[config.mk]
export PLATFORM = sky130hd
export DESIGN_NAME = sqrt_square
export DESIGN_NICKNAME = d
export VERILOG_FILES = /design/src/rtl/sqrt_pkg.sv /design/src/rtl/sqrt_square_step.sv /design/src/rtl/sqrt_square.sv
export SDC_FILE = /design/constraint.sdc
export NUM_CORES = 1
export LEC_CHECK = 0
export BUFFER_PORTS_ARGS = -buffer_cell sky130_fd_sc_hd__buf_2
export CAP_MARGIN = 20
export CORE_ASPECT_RATIO = 1.4
export CORE_MARGIN = 2
export CORE_UTILIZATION = 40
export CTS_CLUSTER_DIAMETER = 120
export CTS_CLUSTER_SIZE = 30
export DETAILED_ROUTE_END_ITERATION = 6
export PLACE_DENSITY = 0.69
export SLEW_MARGIN = 25
export SYNTH_ARGS = -nofsm -noshare
export SYNTH_HDL_FRONTEND = slang
export SYNTH_SLANG_ARGS = --single-unit
[constraint.sdc]
create_clock -name clk -period 4.8 [get_ports clk]
set_clock_uncertainty 0.1 [all_clocks]
set_input_delay 0.48 -clock clk [delete_from_list [all_inputs] [get_ports clk]]
set_output_delay 0.48 -clock clk [all_outputs]
set_load 0.01 [all_outputs]
[src/rtl/sqrt_pkg.sv]
// Shared definitions for the sqrt / sqrt_square blocks: default operand
// geometry, the iteration count of the squarer and its FSM state encoding.
// Build option: define SQRT_SQUARE_RADIX4_EN for the two-bits-per-cycle squarer.
package sqrt_pkg;

    localparam int DEFAULT_WIDTH = 64;
    localparam int DEFAULT_FBITS = 32;

    typedef enum logic {
        IDLE = 1'b0,
        RUN  = 1'b1
    } sq_state_t;

    // Number of multiplier steps the squarer needs for a given operand width.
    function automatic int sq_iter(input int width);
`ifdef SQRT_SQUARE_RADIX4_EN
        return width / 2;
`else
        return width;
`endif
    endfunction

endpackage

[src/rtl/sqrt_square_step.sv]
// One shift-add multiplier step of the squarer (purely combinational).
// Radix-2 consumes one multiplier bit per step; with SQRT_SQUARE_RADIX4_EN
// defined it consumes two bits, adding 0, 1, 2 or 3 times the multiplicand.
module sqrt_square_step #(
    parameter int WIDTH = 64
) (
    input  logic [2*WIDTH:0]   acc,
    input  logic [2*WIDTH-1:0] mc,
    input  logic [WIDTH-1:0]   mp,
    output logic [2*WIDTH:0]   acc_next,
    output logic [2*WIDTH-1:0] mc_next,
    output logic [WIDTH-1:0]   mp_next
);

`ifdef SQRT_SQUARE_RADIX4_EN
    // The multiplicand never exceeds 2^(2*WIDTH-2) here, so 2*mc and 3*mc fit
    // the accumulator width and the sum never wraps.
    logic [2*WIDTH:0] mc_x1;
    logic [2*WIDTH:0] mc_x2;
    logic [2*WIDTH:0] partial;

    assign mc_x1 = {1'b0, mc};
    assign mc_x2 = {mc, 1'b0};

    // Select the partial product for the two low multiplier bits.
    always_comb begin
        // NOTE: default assignment first so no path leaves partial unassigned (no latch).
        partial = '0;
        case (mp[1:0])
            2'd1:    partial = mc_x1;
            2'd2:    partial = mc_x2;
            2'd3:    partial = mc_x1 + mc_x2;
            default: partial = '0;
        endcase
    end

    assign acc_next = acc + partial;
    assign mc_next  = {mc[2*WIDTH-3:0], 2'b00};
    assign mp_next  = {2'b00, mp[WIDTH-1:2]};
`else
    assign acc_next = mp[0] ? (acc + {1'b0, mc}) : acc;
    assign mc_next  = {mc[2*WIDTH-2:0], 1'b0};
    assign mp_next  = {1'b0, mp[WIDTH-1:1]};
`endif

endmodule

[src/rtl/sqrt_square.sv]
// Iterative fixed-point squarer: rad = (root*root + rem) >> FBITS, the inverse
// of the sqrt block. Fixed latency of sq_iter(WIDTH) cycles after start.
// Build option: SQRT_SQUARE_RADIX4_EN halves the latency (two bits per cycle);
// results are identical in both builds.
module sqrt_square
    import sqrt_pkg::*;
#(
    parameter int WIDTH = DEFAULT_WIDTH,
    parameter int FBITS = DEFAULT_FBITS
) (
    input  logic             clk,
    input  logic             rst_n,
    input  logic             start,
    input  logic [WIDTH-1:0] root,
    input  logic [WIDTH-1:0] rem,
    output logic             busy,
    output logic             valid,
    output logic [WIDTH-1:0] rad,
    output logic             ovf,
    output logic             frac_nz
);

    localparam int ITER = sq_iter(WIDTH);
    localparam int CW   = $clog2(ITER + 1);
    localparam logic [CW-1:0] LAST = CW'(ITER - 1);

    sq_state_t state, state_next;

    logic [2*WIDTH:0]   acc;
    logic [2*WIDTH-1:0] mc;
    logic [WIDTH-1:0]   mp;
    logic [CW-1:0]      cnt;

    logic [2*WIDTH:0]   acc_step;
    logic [2*WIDTH-1:0] mc_step;
    logic [WIDTH-1:0]   mp_step;
    logic               last;
    logic               frac_bits_nz;

    sqrt_square_step #(.WIDTH(WIDTH)) u_step (
        .acc      (acc),
        .mc       (mc),
        .mp       (mp),
        .acc_next (acc_step),
        .mc_next  (mc_step),
        .mp_next  (mp_step)
    );

    assign last = (cnt == LAST);
    assign busy = (state == RUN);

    // With no fractional bits the result can never be inexact.
    if (FBITS == 0) begin : g_no_frac
        assign frac_bits_nz = 1'b0;
    end else begin : g_frac
        assign frac_bits_nz = |acc_step[FBITS-1:0];
    end

    // State register.
    always_ff @(posedge clk or negedge rst_n) begin
        // NOTE: sequential state uses non-blocking assignments only.
        if (!rst_n) state <= IDLE;
        else        state <= state_next;
    end

    // Next state: start (re)enters RUN from anywhere; the last step returns to IDLE.
    always_comb begin
        state_next = state;
        if (start)                   state_next = RUN;
        else if (state == RUN && last) state_next = IDLE;
    end

    // Operand/accumulator datapath and result registers; start aborts any run.
    always_ff @(posedge clk or negedge rst_n) begin
        if (!rst_n) begin
            acc     <= '0;
            mc      <= '0;
            mp      <= '0;
            cnt     <= '0;
            rad     <= '0;
            ovf     <= 1'b0;
            frac_nz <= 1'b0;
            valid   <= 1'b0;
        end else if (start) begin
            acc   <= {{(WIDTH+1){1'b0}}, rem};
            mc    <= {{WIDTH{1'b0}}, root};
            mp    <= root;
            cnt   <= '0;
            valid <= 1'b0;
        end else if (state == RUN) begin
            acc <= acc_step;
            mc  <= mc_step;
            mp  <= mp_step;
            cnt <= cnt + 1'b1;
            if (last) begin
                rad     <= acc_step[WIDTH+FBITS-1:FBITS];
                ovf     <= |acc_step[2*WIDTH:WIDTH+FBITS];
                frac_nz <= frac_bits_nz;
                valid   <= 1'b1;
            end
        end
    end

endmodule

# [Word level (Yosys, flattened, before mapping)]
# Index checks and enable logic that the tools add are counted.
[classes] n_bitwise=1 eq_ne=1 reduce_logical=8 add_sub_neg=2 muxes=14
[ops] op="$mux W129" count=3
[ops] op="$mux W128" count=2
[ops] op="$add A129 B128 Y129" count=1
[ops] op="$mux W64" count=2
[ops] op="$reduce_or A33 Y1" count=1
[ops] op="$reduce_or A32 Y1" count=1
[ops] op="$mux W7" count=2
[ops] op="$add A7 B1 Y7 const B" count=1
[ops] op="$eq A7 B6 Y1 const B" count=1
[ops] op="$reduce_bool A2 Y1" count=3
[ops] op="$mux W1" count=5
[ops] op="$reduce_and A3 Y1" count=1
[ops] op="$reduce_and A2 Y1" count=1
[ops] op="$logic_and A1 B1 Y1" count=1
[ops] op="$not A1 Y1" count=1
[totals] ff_bits=396 input_bits=131 output_inout_bits=68 word_cells=35

# [Depth between registers and ports, before layout]
# Gate-level depths: netlist (run 1).
[logic_depth] depth_word=4 depth_mapped=14 mapped_depth_nobuf=14

# [By module]
# A second synthesis (run 1) with hierarchy kept.
[hier_totals] hier_cells=3269 hier_area_um2=28187.0
[by_module_without_submodules] module="sqrt_square" cells_per_inst=1659 area_per_inst_um2=17061.4 seq_area_each_um2=9909.5 n_inst=1
[by_module_without_submodules] module="sqrt_square_step" cells_per_inst=1610 area_per_inst_um2=11125.7 seq_area_each_um2=0.0 n_inst=1

# [Worst setup path before layout (run 1)]
# Ideal clock, no wire load.
[synth_timing] kind="flip-flop to flip-flop" from="register acc[116]" to="register ovf" setup_slack_ns=1.210 path_stages_with_launch=15 required_time_ns=4.558 period_less_slack_ns=3.590 setup_time_ns=0.142 path_buffers=1 arrival_time_ns=3.348 path_cell_list="dfrtp_1 > ha_1 > buf_4 > nand2_4 > or4_4 > nand3b_4 > nor4_2 > a41oi_1 > and4_4 > a21oi_4 > mux2i_1 > a211o_1 > or4_1 > nor4_2 > a32oi_1"
[synth_between] elab_chain_len=3
[synth_rtl] item="start, declared" line="sqrt_square.sv:29" rtl="logic [2*WIDTH:0] acc;"
[synth_rtl] item="start signal, assigned" line="sqrt_square.sv:85" rtl="acc <= {{(WIDTH+1){1'b0}}, rem};"
[synth_rtl] item="start signal, assigned" line="sqrt_square.sv:91" rtl="acc <= acc_step;"
[synth_rtl] item="$add A129 B128 Y129" line="sqrt_square_step.sv:41" rtl="assign acc_next = mp[0] ? (acc + {1'b0, mc}) : acc;"
[synth_rtl] item="$mux W129 *" line="sqrt_square_step.sv:41"
[synth_rtl] item="$reduce_or A33 Y1 *" line="sqrt_square.sv:97" rtl="ovf <= |acc_step[2*WIDTH:WIDTH+FBITS];"
[synth_rtl] item="end signal, assigned" line="sqrt_square.sv:97"
[synth_rtl] item="end, declared" line="sqrt_square.sv:19" rtl="output logic ovf,"
# Mark *: on every way between the ends. The rest lies on a longest branch, timed or not.
# A chain may end at the register's enable or synchronous reset.

# [Worst setup path after layout (run 1)]
[layout_timing] from="register acc[1]" to="register acc[79]"
[layout_between] elab_chain_len=4
[layout_rtl] item="$add A129 B128 Y129" line="sqrt_square_step.sv:41"
[layout_rtl] item="$mux W129" line="sqrt_square_step.sv:41"
[layout_rtl] item="$mux W129" line="sqrt_square.sv:90" rtl="end else if (state == RUN) begin"
[layout_rtl] item="$mux W129" line="sqrt_square.sv:84" rtl="end else if (start) begin"
# Every way passes these cells. The select of a mux whose other input is x is not followed.

==> metrics.md, run 1 <==
| Metric | Value |
|---|---|
| Status | `completed` |
| Slew HR | `between 20% and 30%` |
| Highest ir drop seen on vdd | `between 0.2 and 0.3 mV` |
| Crit Path Class | `register to register` |
| CP Launch Type | `register` |
| Cell family with most CP delay | `compound AO/OA/AOI/OAI gates` |
| Placeable Area | `0.0699 mm2` |
| Critical Path Start | `acc[1]` |
| DR DRC count | `0` |
| Initial core utilization | `40.2%` |
| Critical path required time | `just over 5 ns` |
| Layout Cells excl Fill | `about 4.5k` |
| Synth cell types | `86` |
| Via/cell ratio | `between 5 and 6` |
| Later-pin clock latency in the skew report | `0.58 ns` |
| TritonCTS Buffers | `17` |
| Vias in the first global route | `roughly 26k` |
| Syn_nets | `3,767` |
| Die Height | `318 um` |
| Area Growth Syn to Fin | `8.63%` |
| Switching power total | `3.98 mW` |
| Reg clk slew, reported paths | `0.13 ns` |
| Port buffer count | `198` |
| Number of hold violations in the final report | `0` |
| FMAX | `0.218 GHz` |
| Routed len/inst | `21.3 um` |
| Hold Startpoint | `rem[8]` |
| Crit path cell chain | `ha_1 > a211oi_1 > nor3_1 > o21ai_1 > a21oi_1 > o311ai_1 > buf_4 > nand3b_1 > a21oi_1 > o21ai_0 > xor2_1 > mux2i_1 > a211oi_1` |
| Max Root-Sink Buffers | `3` |
| Fillers | `7,177` |
| Diode count | `0` |
| GRT Residual Overflow | `0` |
| Syn Area/Cell | `8.02 um2` |
| Hold slack | `0.0261 ns` |
| Final GP Congestion | `between 1 and 1.5` |
| Max Slew Vio Count | `0` |
| Worst Tran Pin Value | `1.10 ns` |
| RSZ-0062 raised after global routing | `false` |
| Iteration-0 DRC Markers | `2,051` |
| Setup crit end kind | `register` |
| Gate Count Post-Synth | `3,506` |
| Initial antenna violation count | `1` |
| R2R Path Start | `acc[1]` |
| Power share of the clock group | `18.6%` |
| Sequential power share | `39.4%` |
| CTS Root Cell | `clkbuf_16` |
| Final period utilization | `95.8%` |
| Power Internal | `5.67 mW` |
| Leak | `13.7 nW` |
| Placed insts | `~4.5k` |
| Post-Syn Area | `0.0281 mm2` |
| Minimum clock period | `between 4 and 5 ns` |
| Total Routing Usage GR | `25.7%` |
| Clock sink count | `396` |
| Arrival @ worst endpoint | `4.91 ns` |
| First-pass GRT wire length | `roughly 150,000 um` |
| Post-synth top area cell | `dfrtp_1` |
| Via Count | `about 26k` |
| Top_reg_cell synth | `dfrtp_1` |
| Worst path max stage delay | `0.52 ns` |
| Ratio of cells with drive above 1 in the final layout | `9.35%` |
| Nets | `3,830` |
| Area of the multi-input gates | `0.0172 mm2` |
| Crit path buf inv count | `1` |
| Final setup viols | `0` |
| Share of the synthesized area in the top cell type | `35.2%` |
| WL final | `about 96,000 um` |
| Register area | `roughly 0.0099 mm2` |
| Die X | `228 um` |
| Max_cap viols | `0` |
| CP max FO | `4` |
| Final WS setup | `0.203 ns` |
| Post-layout power | `9.66 mW` |
| HP Class | `input pin to register` |
| Largest net degree at the start of global routing | `121` |
| Seq cells post-synth | `396` |
| Die footprint | `around 0.072 mm2` |
| Initial DRT Pass Iterations | `5` |
| Synth top area cells | `dfrtp_1, nand2_1, mux2i_1` |
| Pre-CTS setup slack | `-0.109 ns` |
| Share of flip-flops with an asynchronous set or reset | `100%` |
| H-tree depth | `1` |
| HPWL after DPL | `75,300 um` |
| Cell Pwr Density | `316 mW/mm2` |
| FP Rows | `~120` |
| Sequential-to-total area share from yosys stat | `35.2%` |
| Ports | `approximately 200` |
| Sw Ratio | `41.3%` |
| Crit-path slowest cell | `a21oi_1` |
| Antenna Violating Nets Remaining | `0` |
| Comb pwr share | `approximately two fifths` |
| CTS tree | `done` |
| EDFF count, synth | `0` |
| Ys Warns | `0` |
-- per-layer routing --
metal | routed length (um) | vias to the layer above | track usage (%)
li1 | - | 12600 | -
met1 | 38100 | 12600 | 30.7
met2 | 47600 | 875 | 45.8
met3 | 4560 | 289 | 2.33
met4 | 5660 | 2 | 13.2
met5 | 13 | - | 0
-- logic make-up after synthesis --
| group | after synthesis | share of synthesized area, % |
|---|---|---|
| AO/OA/AOI/OAI | 1024 | 22.1 |
| multiplexers | 170 | 6.09 |
| flip-flops | 396 | 35.2 |
| adder cells (fa/ha/maj) | 130 | 5.81 |
| XOR/XNOR | 115 | 3.58 |
| buffers and inverters | 268 | 3.78 |
| AND/OR/NAND/NOR | 1403 | 23.4 |
-- worst register-to-register path, delay by kind of cell (launching register included) --
family / cells / cell delay (ns)
adder cells (fa/ha/maj): 1 / 0.33
buffers and inverters: 1 / 0.21
AND/OR/NAND/NOR: 2 / 0.40
XOR/XNOR: 1 / 0.23
AO/OA/AOI/OAI: 7 / 2.32
multiplexers: 1 / 0.39
flip-flops: 1 / 0.45
-- path summary, 6_finish.rpt --
check                           to  slack [ns]  cells past startpoint
min in group asynchronous  rad[16]        0.44                      2
setup reg to reg           acc[79]        0.20                     13
setup / recovery           acc[79]        0.20                     13
max in group asynchronous  mc[103]        3.14                      3
hold reg to reg            rad[57]        0.39                      2
hold / removal              acc[8]        0.03                      3
-- power by group through the flow --
stage | combinational, mW | clock (mW) | sequential [mW]
detailed placement | 3.96 | 0 | 3.87
floorplan | 2.72 | 0 | 3.79
global route | 4.44 | 1.96 | 3.84
global placement | 3.95 | 0 | 3.86
CTS | 3.99 | 1.85 | 3.80
finish | 4.06 | 1.80 | 3.80
-- timing repair --
action | 4_1_cts | 5_1_grt
endpoints found under the hold margin | 92 | 0
pin swaps | 0 | 1
setup endpoints to repair | 1 | 2
hold buffers | 1 | 0
buffers inserted | 0 | 2
gates resized for setup | 2 | 6
-- cell usage in the layout (no fill, tap or decap), drive strengths merged, types with 9 or more instances in the layout --
master	count
clkbuf	19
nor3	46
xor2	52
nand2	461
a21o	35
o21ai	350
o31ai	21
nor4	33
and2	72
a21boi	12
nand2b	14
o21bai	15
a31oi	20
mux2i	162
and4	16
ha	129
inv	33
o21a	31
nand4	88
a221oi	9
dfrtp	396
xnor2	63
nor2b	132
and3	19
a21oi	272
nor2	426
a211oi	177
nand3	53
o211ai	12
or3	11
buf	280
-- cell usage after synthesis (19+ instances only) --
library cell    n
nor2b_1       132
nand3_1        53
nor3_1         46
a21o_1         35
a21oi_1       271
nand4_1        87
o31ai_1        21
nor2_1        426
buf_1          21
and3_1         19
o21ai_0       294
and2_1         72
o21a_1         31
o21ai_1        56
mux2i_1       162
nor4_1         30
a211oi_1      177
xnor2_1        63
nand2_1       460
buf_2          24
ha_1          129
a31oi_1        20
clkbuf_1      185
xor2_1         52
inv_1          30
dfrtp_1       396
-- sequential cells by signal (all words and copies together), names as in the netlist --
| name | cells |
|---|---|
| rad | 64 |
| mp | 64 |
| cnt | 7 |
| valid | 1 |
| acc | 129 |
| busy | 1 |
| ovf | 1 |
| mc | 128 |
| frac_nz | 1 |
-- cell type report --
cell class / count / area share (%)
Clock inverter: 2 / 0.0901
Sequential cell: 396 / 32.5
Tap cell: 936 / 3.83
Multi-Input combinational cell: 2842 / 56.3
Clock buffer: 19 / 1.42
Inverter: 31 / 0.381
Timing Repair Buffer: 281 / 5.50
-- through the flow --
step	setup TNS (ns)	instance area (um2)	utilization, %
5_1_grt	0	30600	43.7
4_1_cts	0	30500	43.6
2_1_floorplan	0	28100	-
3_5_place_dp	-0.109	30000	42.9
6_report	0	30600	43.7
3_3_place_gp	-0.150	30000	42.9
Power figures use the tool's default switching activity.
==> run 2, diff against run 1 <==
SYNTH_HIERARCHICAL = 1   (was unset)
==> metrics.md, run 2 <==
| Metric | Value |
|---|---|
| Die footprint | `0.0726 mm2` |
| Die Height | `318 um` |
| Critical path required time | `5.15 ns` |
| FP Rows | `115` |
| DR DRC count | `0` |
| Placeable Area | `0.0701 mm2` |
| Synth top area cells | `dfrtp_1, mux2i_1, ha_1` |
| Ratio of cells with drive above 1 in the final layout | `about 18%` |
| Later-pin clock latency in the skew report | `0.59 ns` |
| Via Count | `about 23k` |
| Arrival @ worst endpoint | `around 5.0 ns` |
| Gate Count Post-Synth | `3,269` |
| Leak | `15.1 nW` |
| Port buffer count | `around 200` |
| Share of the synthesized area in the top cell type | `35.2%` |
| Seq cells post-synth | `396` |
| Most frequent cells in the layout | `nand2_1, dfrtp_1, nor2_1, nor2b_1, a21oi_1` |
| Post-synth top area cell | `dfrtp_1` |
| Top reg by flops | `acc` |
| Most common cell in the netlist | `dfrtp_1` |
| Cell Pwr Density | `347 mW/mm2` |
| Hold slack | `0.0152 ns` |
| Reg clk slew, reported paths | `0.13 ns` |
| HPWL after DPL | `around 56,000 um` |
| Post-route cell area | `0.0304 mm2` |
| TritonCTS Buffers | `17` |
| Final setup viols | `0` |
| Initial DRT Pass Iterations | `5` |
| Diode count | `0` |
| Biggest regs | `acc (129), mc (128)` |
| Max Root-Sink Buffers | `3` |
| CP max FO | `3` |
| Post-Syn Area | `0.0282 mm2` |
| Area Growth Syn to Fin | `7.89%` |
| Post-DP Area | `0.0294 mm2` |
| Max_cap viols | `0` |
| Antenna Violating Nets Remaining | `0` |
| CTS Root Cell | `clkbuf_16` |
| CTS tree | `done` |
| Max FFs per register | `129` |
| Ports | `199` |
| Via/cell ratio | `around 5.4` |
| Number of hold violations in the final report | `0` |
| Setup crit end kind | `register` |
| WL final | `between 70,000 and 80,000 um` |
| GRT Residual Overflow | `0` |
| H-tree depth | `1` |
| Highest ir drop seen on vdd | `0.247 mV` |
| Synth cell types | `80` |
| Minimum clock period | `about 4.6 ns` |
| Initial core utilization | `40.2%` |
| FMAX | `0.216 GHz` |
| Ys Warns | `6` |
| Total Routing Usage GR | `about a fifth` |
| Clock sink count | `between 300 and 400` |
| Syn Area/Cell | `8.62 um2` |
| Initial antenna violation count | `0` |
| Status | `completed` |
| Worst Tran Pin Value | `1.27 ns` |
| Iteration-0 DRC Markers | `1,343` |
| Nets | `3,527` |
| EDFF count, synth | `0` |
| Sequential-to-total area share from yosys stat | `a little over a third` |
| Final GP Congestion | `0.945` |
| Final period utilization | `96.3%` |
| Max Slew Vio Count | `0` |
| Die X | `228 um` |
| Top_reg_cell synth | `dfrtp_1` |
| First-pass GRT wire length | `between 100,000 and 150,000 um` |
| CP Launch Type | `register` |
| Share of flip-flops with an asynchronous set or reset | `100%` |
| Routed len/inst | `18.2 um` |
| Crit Path Class | `register to register` |
| Largest net degree at the start of global routing | `189` |
| Vias in the first global route | `roughly 23k` |
| HP Class | `input pin to register` |
| Slew HR | `15.6%` |
| Most common library cells after synthesis | `dfrtp_1, nand2_1, nor2_1` |
==> run 2: changes by cell type in the layout (fill, tap and decap cells not counted), moves of 25 or more <==
cell / change
o21ai_0: -114
mux2_2: +102
nor2b_1: +76
buf_4: +75
a21oi_1: -71
and2_1: -68
nand2_1: -65
nor2_1: -60
o21ai_1: -49
a211oi_1: -44
nand3_1: -41
mux2i_1: +33
nand4_1: -27
nor3_1: -25
==> run 2: routing by layer <==
metal,GRT usage (%),part of all wire [%]
met3,1.48,2.9
met1,25.3,43
met4,6.27,2.9
met2,37.4,52
met5,0,0
==> run 2: cell type report <==
class,count,area (um2)
Clock buffer,20,447
Fill cell,7015,39700
Multi-Input combinational cell,2436,16300
Inverter,49,184
Clock inverter,2,38.8
Tap cell,936,1170
Timing Repair Buffer,366,2390
Sequential cell,396,9920
==> run 2: final timing paths <==
path                          from  endpoint  slack [ns]  cells after the start
min in group asynchronous    rst_n     mp[3]        0.38                      2
min reg2reg                rad[46]   rad[46]        0.37                      2
max in group asynchronous    rst_n   acc[42]        3.17                      3
max reg2reg                 acc[4]       ovf        0.18                     21
min                        rem[60]   acc[60]        0.02                      3
max                         acc[4]       ovf        0.18                     21
==> run 2: power breakdown <==
group | internal (mW) | switching [mW] | total (mW)
registers | 3.64 | 0.258 | 3.90
logic | 2.15 | 2.68 | 4.83
clock network | 0.687 | 1.15 | 1.84
total | 6.48 | 4.09 | 10.6
==> run 2: logic make-up (layout without fill, tap and decap cells) <==
kind of cell / after synthesis / count (layout) / share of synthesized area [%]
xor gates and xnor gates: 128 / 128 / 3.98
muxes: 308 / 308 / 11.4
AOI/OAI and AO/OA: 729 / 729 / 16.5
DFF: 396 / 396 / 35.2
other: 1 / 2 / 0.0133
adders and majority gates: 130 / 130 / 5.80
and+or+nand+nor: 1139 / 1139 / 18.6
buffers and inverters: 438 / 437 / 8.62
==> run 2: stage by stage <==
stage,utilization [%],total power [mW],setup slack [ns],cells,TNS [ns]
6_report,43.4,10.6,0.175,4205,0
3_5_place_dp,41.9,8.57,-0.0876,4166,-0.0876
2_1_floorplan,-,7.12,0.532,3270,0
3_3_place_gp,41.9,8.53,-0.0523,4166,-0.0523
4_1_cts,42.8,10.4,0.00283,4195,0
5_1_grt,43.4,11.2,-0.0318,4205,-0.0318
==> run 2: critical path, stage by stage (launching register included) <==
cell      delay, ns
dfrtp_1        0.41
ha_1           0.31
buf_4          0.15
a21oi_4        0.20
o21ai_4        0.09
o31ai_2        0.19
o211ai_1       0.17
o311ai_1       0.27
buf_4          0.19
nand3_2        0.09
a311o_2        0.46
buf_4          0.16
a21boi_4       0.17
nor3_1         0.08
a41oi_2        0.18
buf_4          0.18
xnor2_1        0.06
mux2_2         0.33
nor4_4         0.29
nand3_1        0.10
nor4_1         0.24
nor2_1         0.07
==> run 2: repair_timing <==
item,4_1_cts,5_1_grt
pin swaps,1,38
buffers inserted,1,11
resized for setup,6,68
setup endpoints to repair,1,1
hold buffers,6,0
hold endpoints to repair,78,0
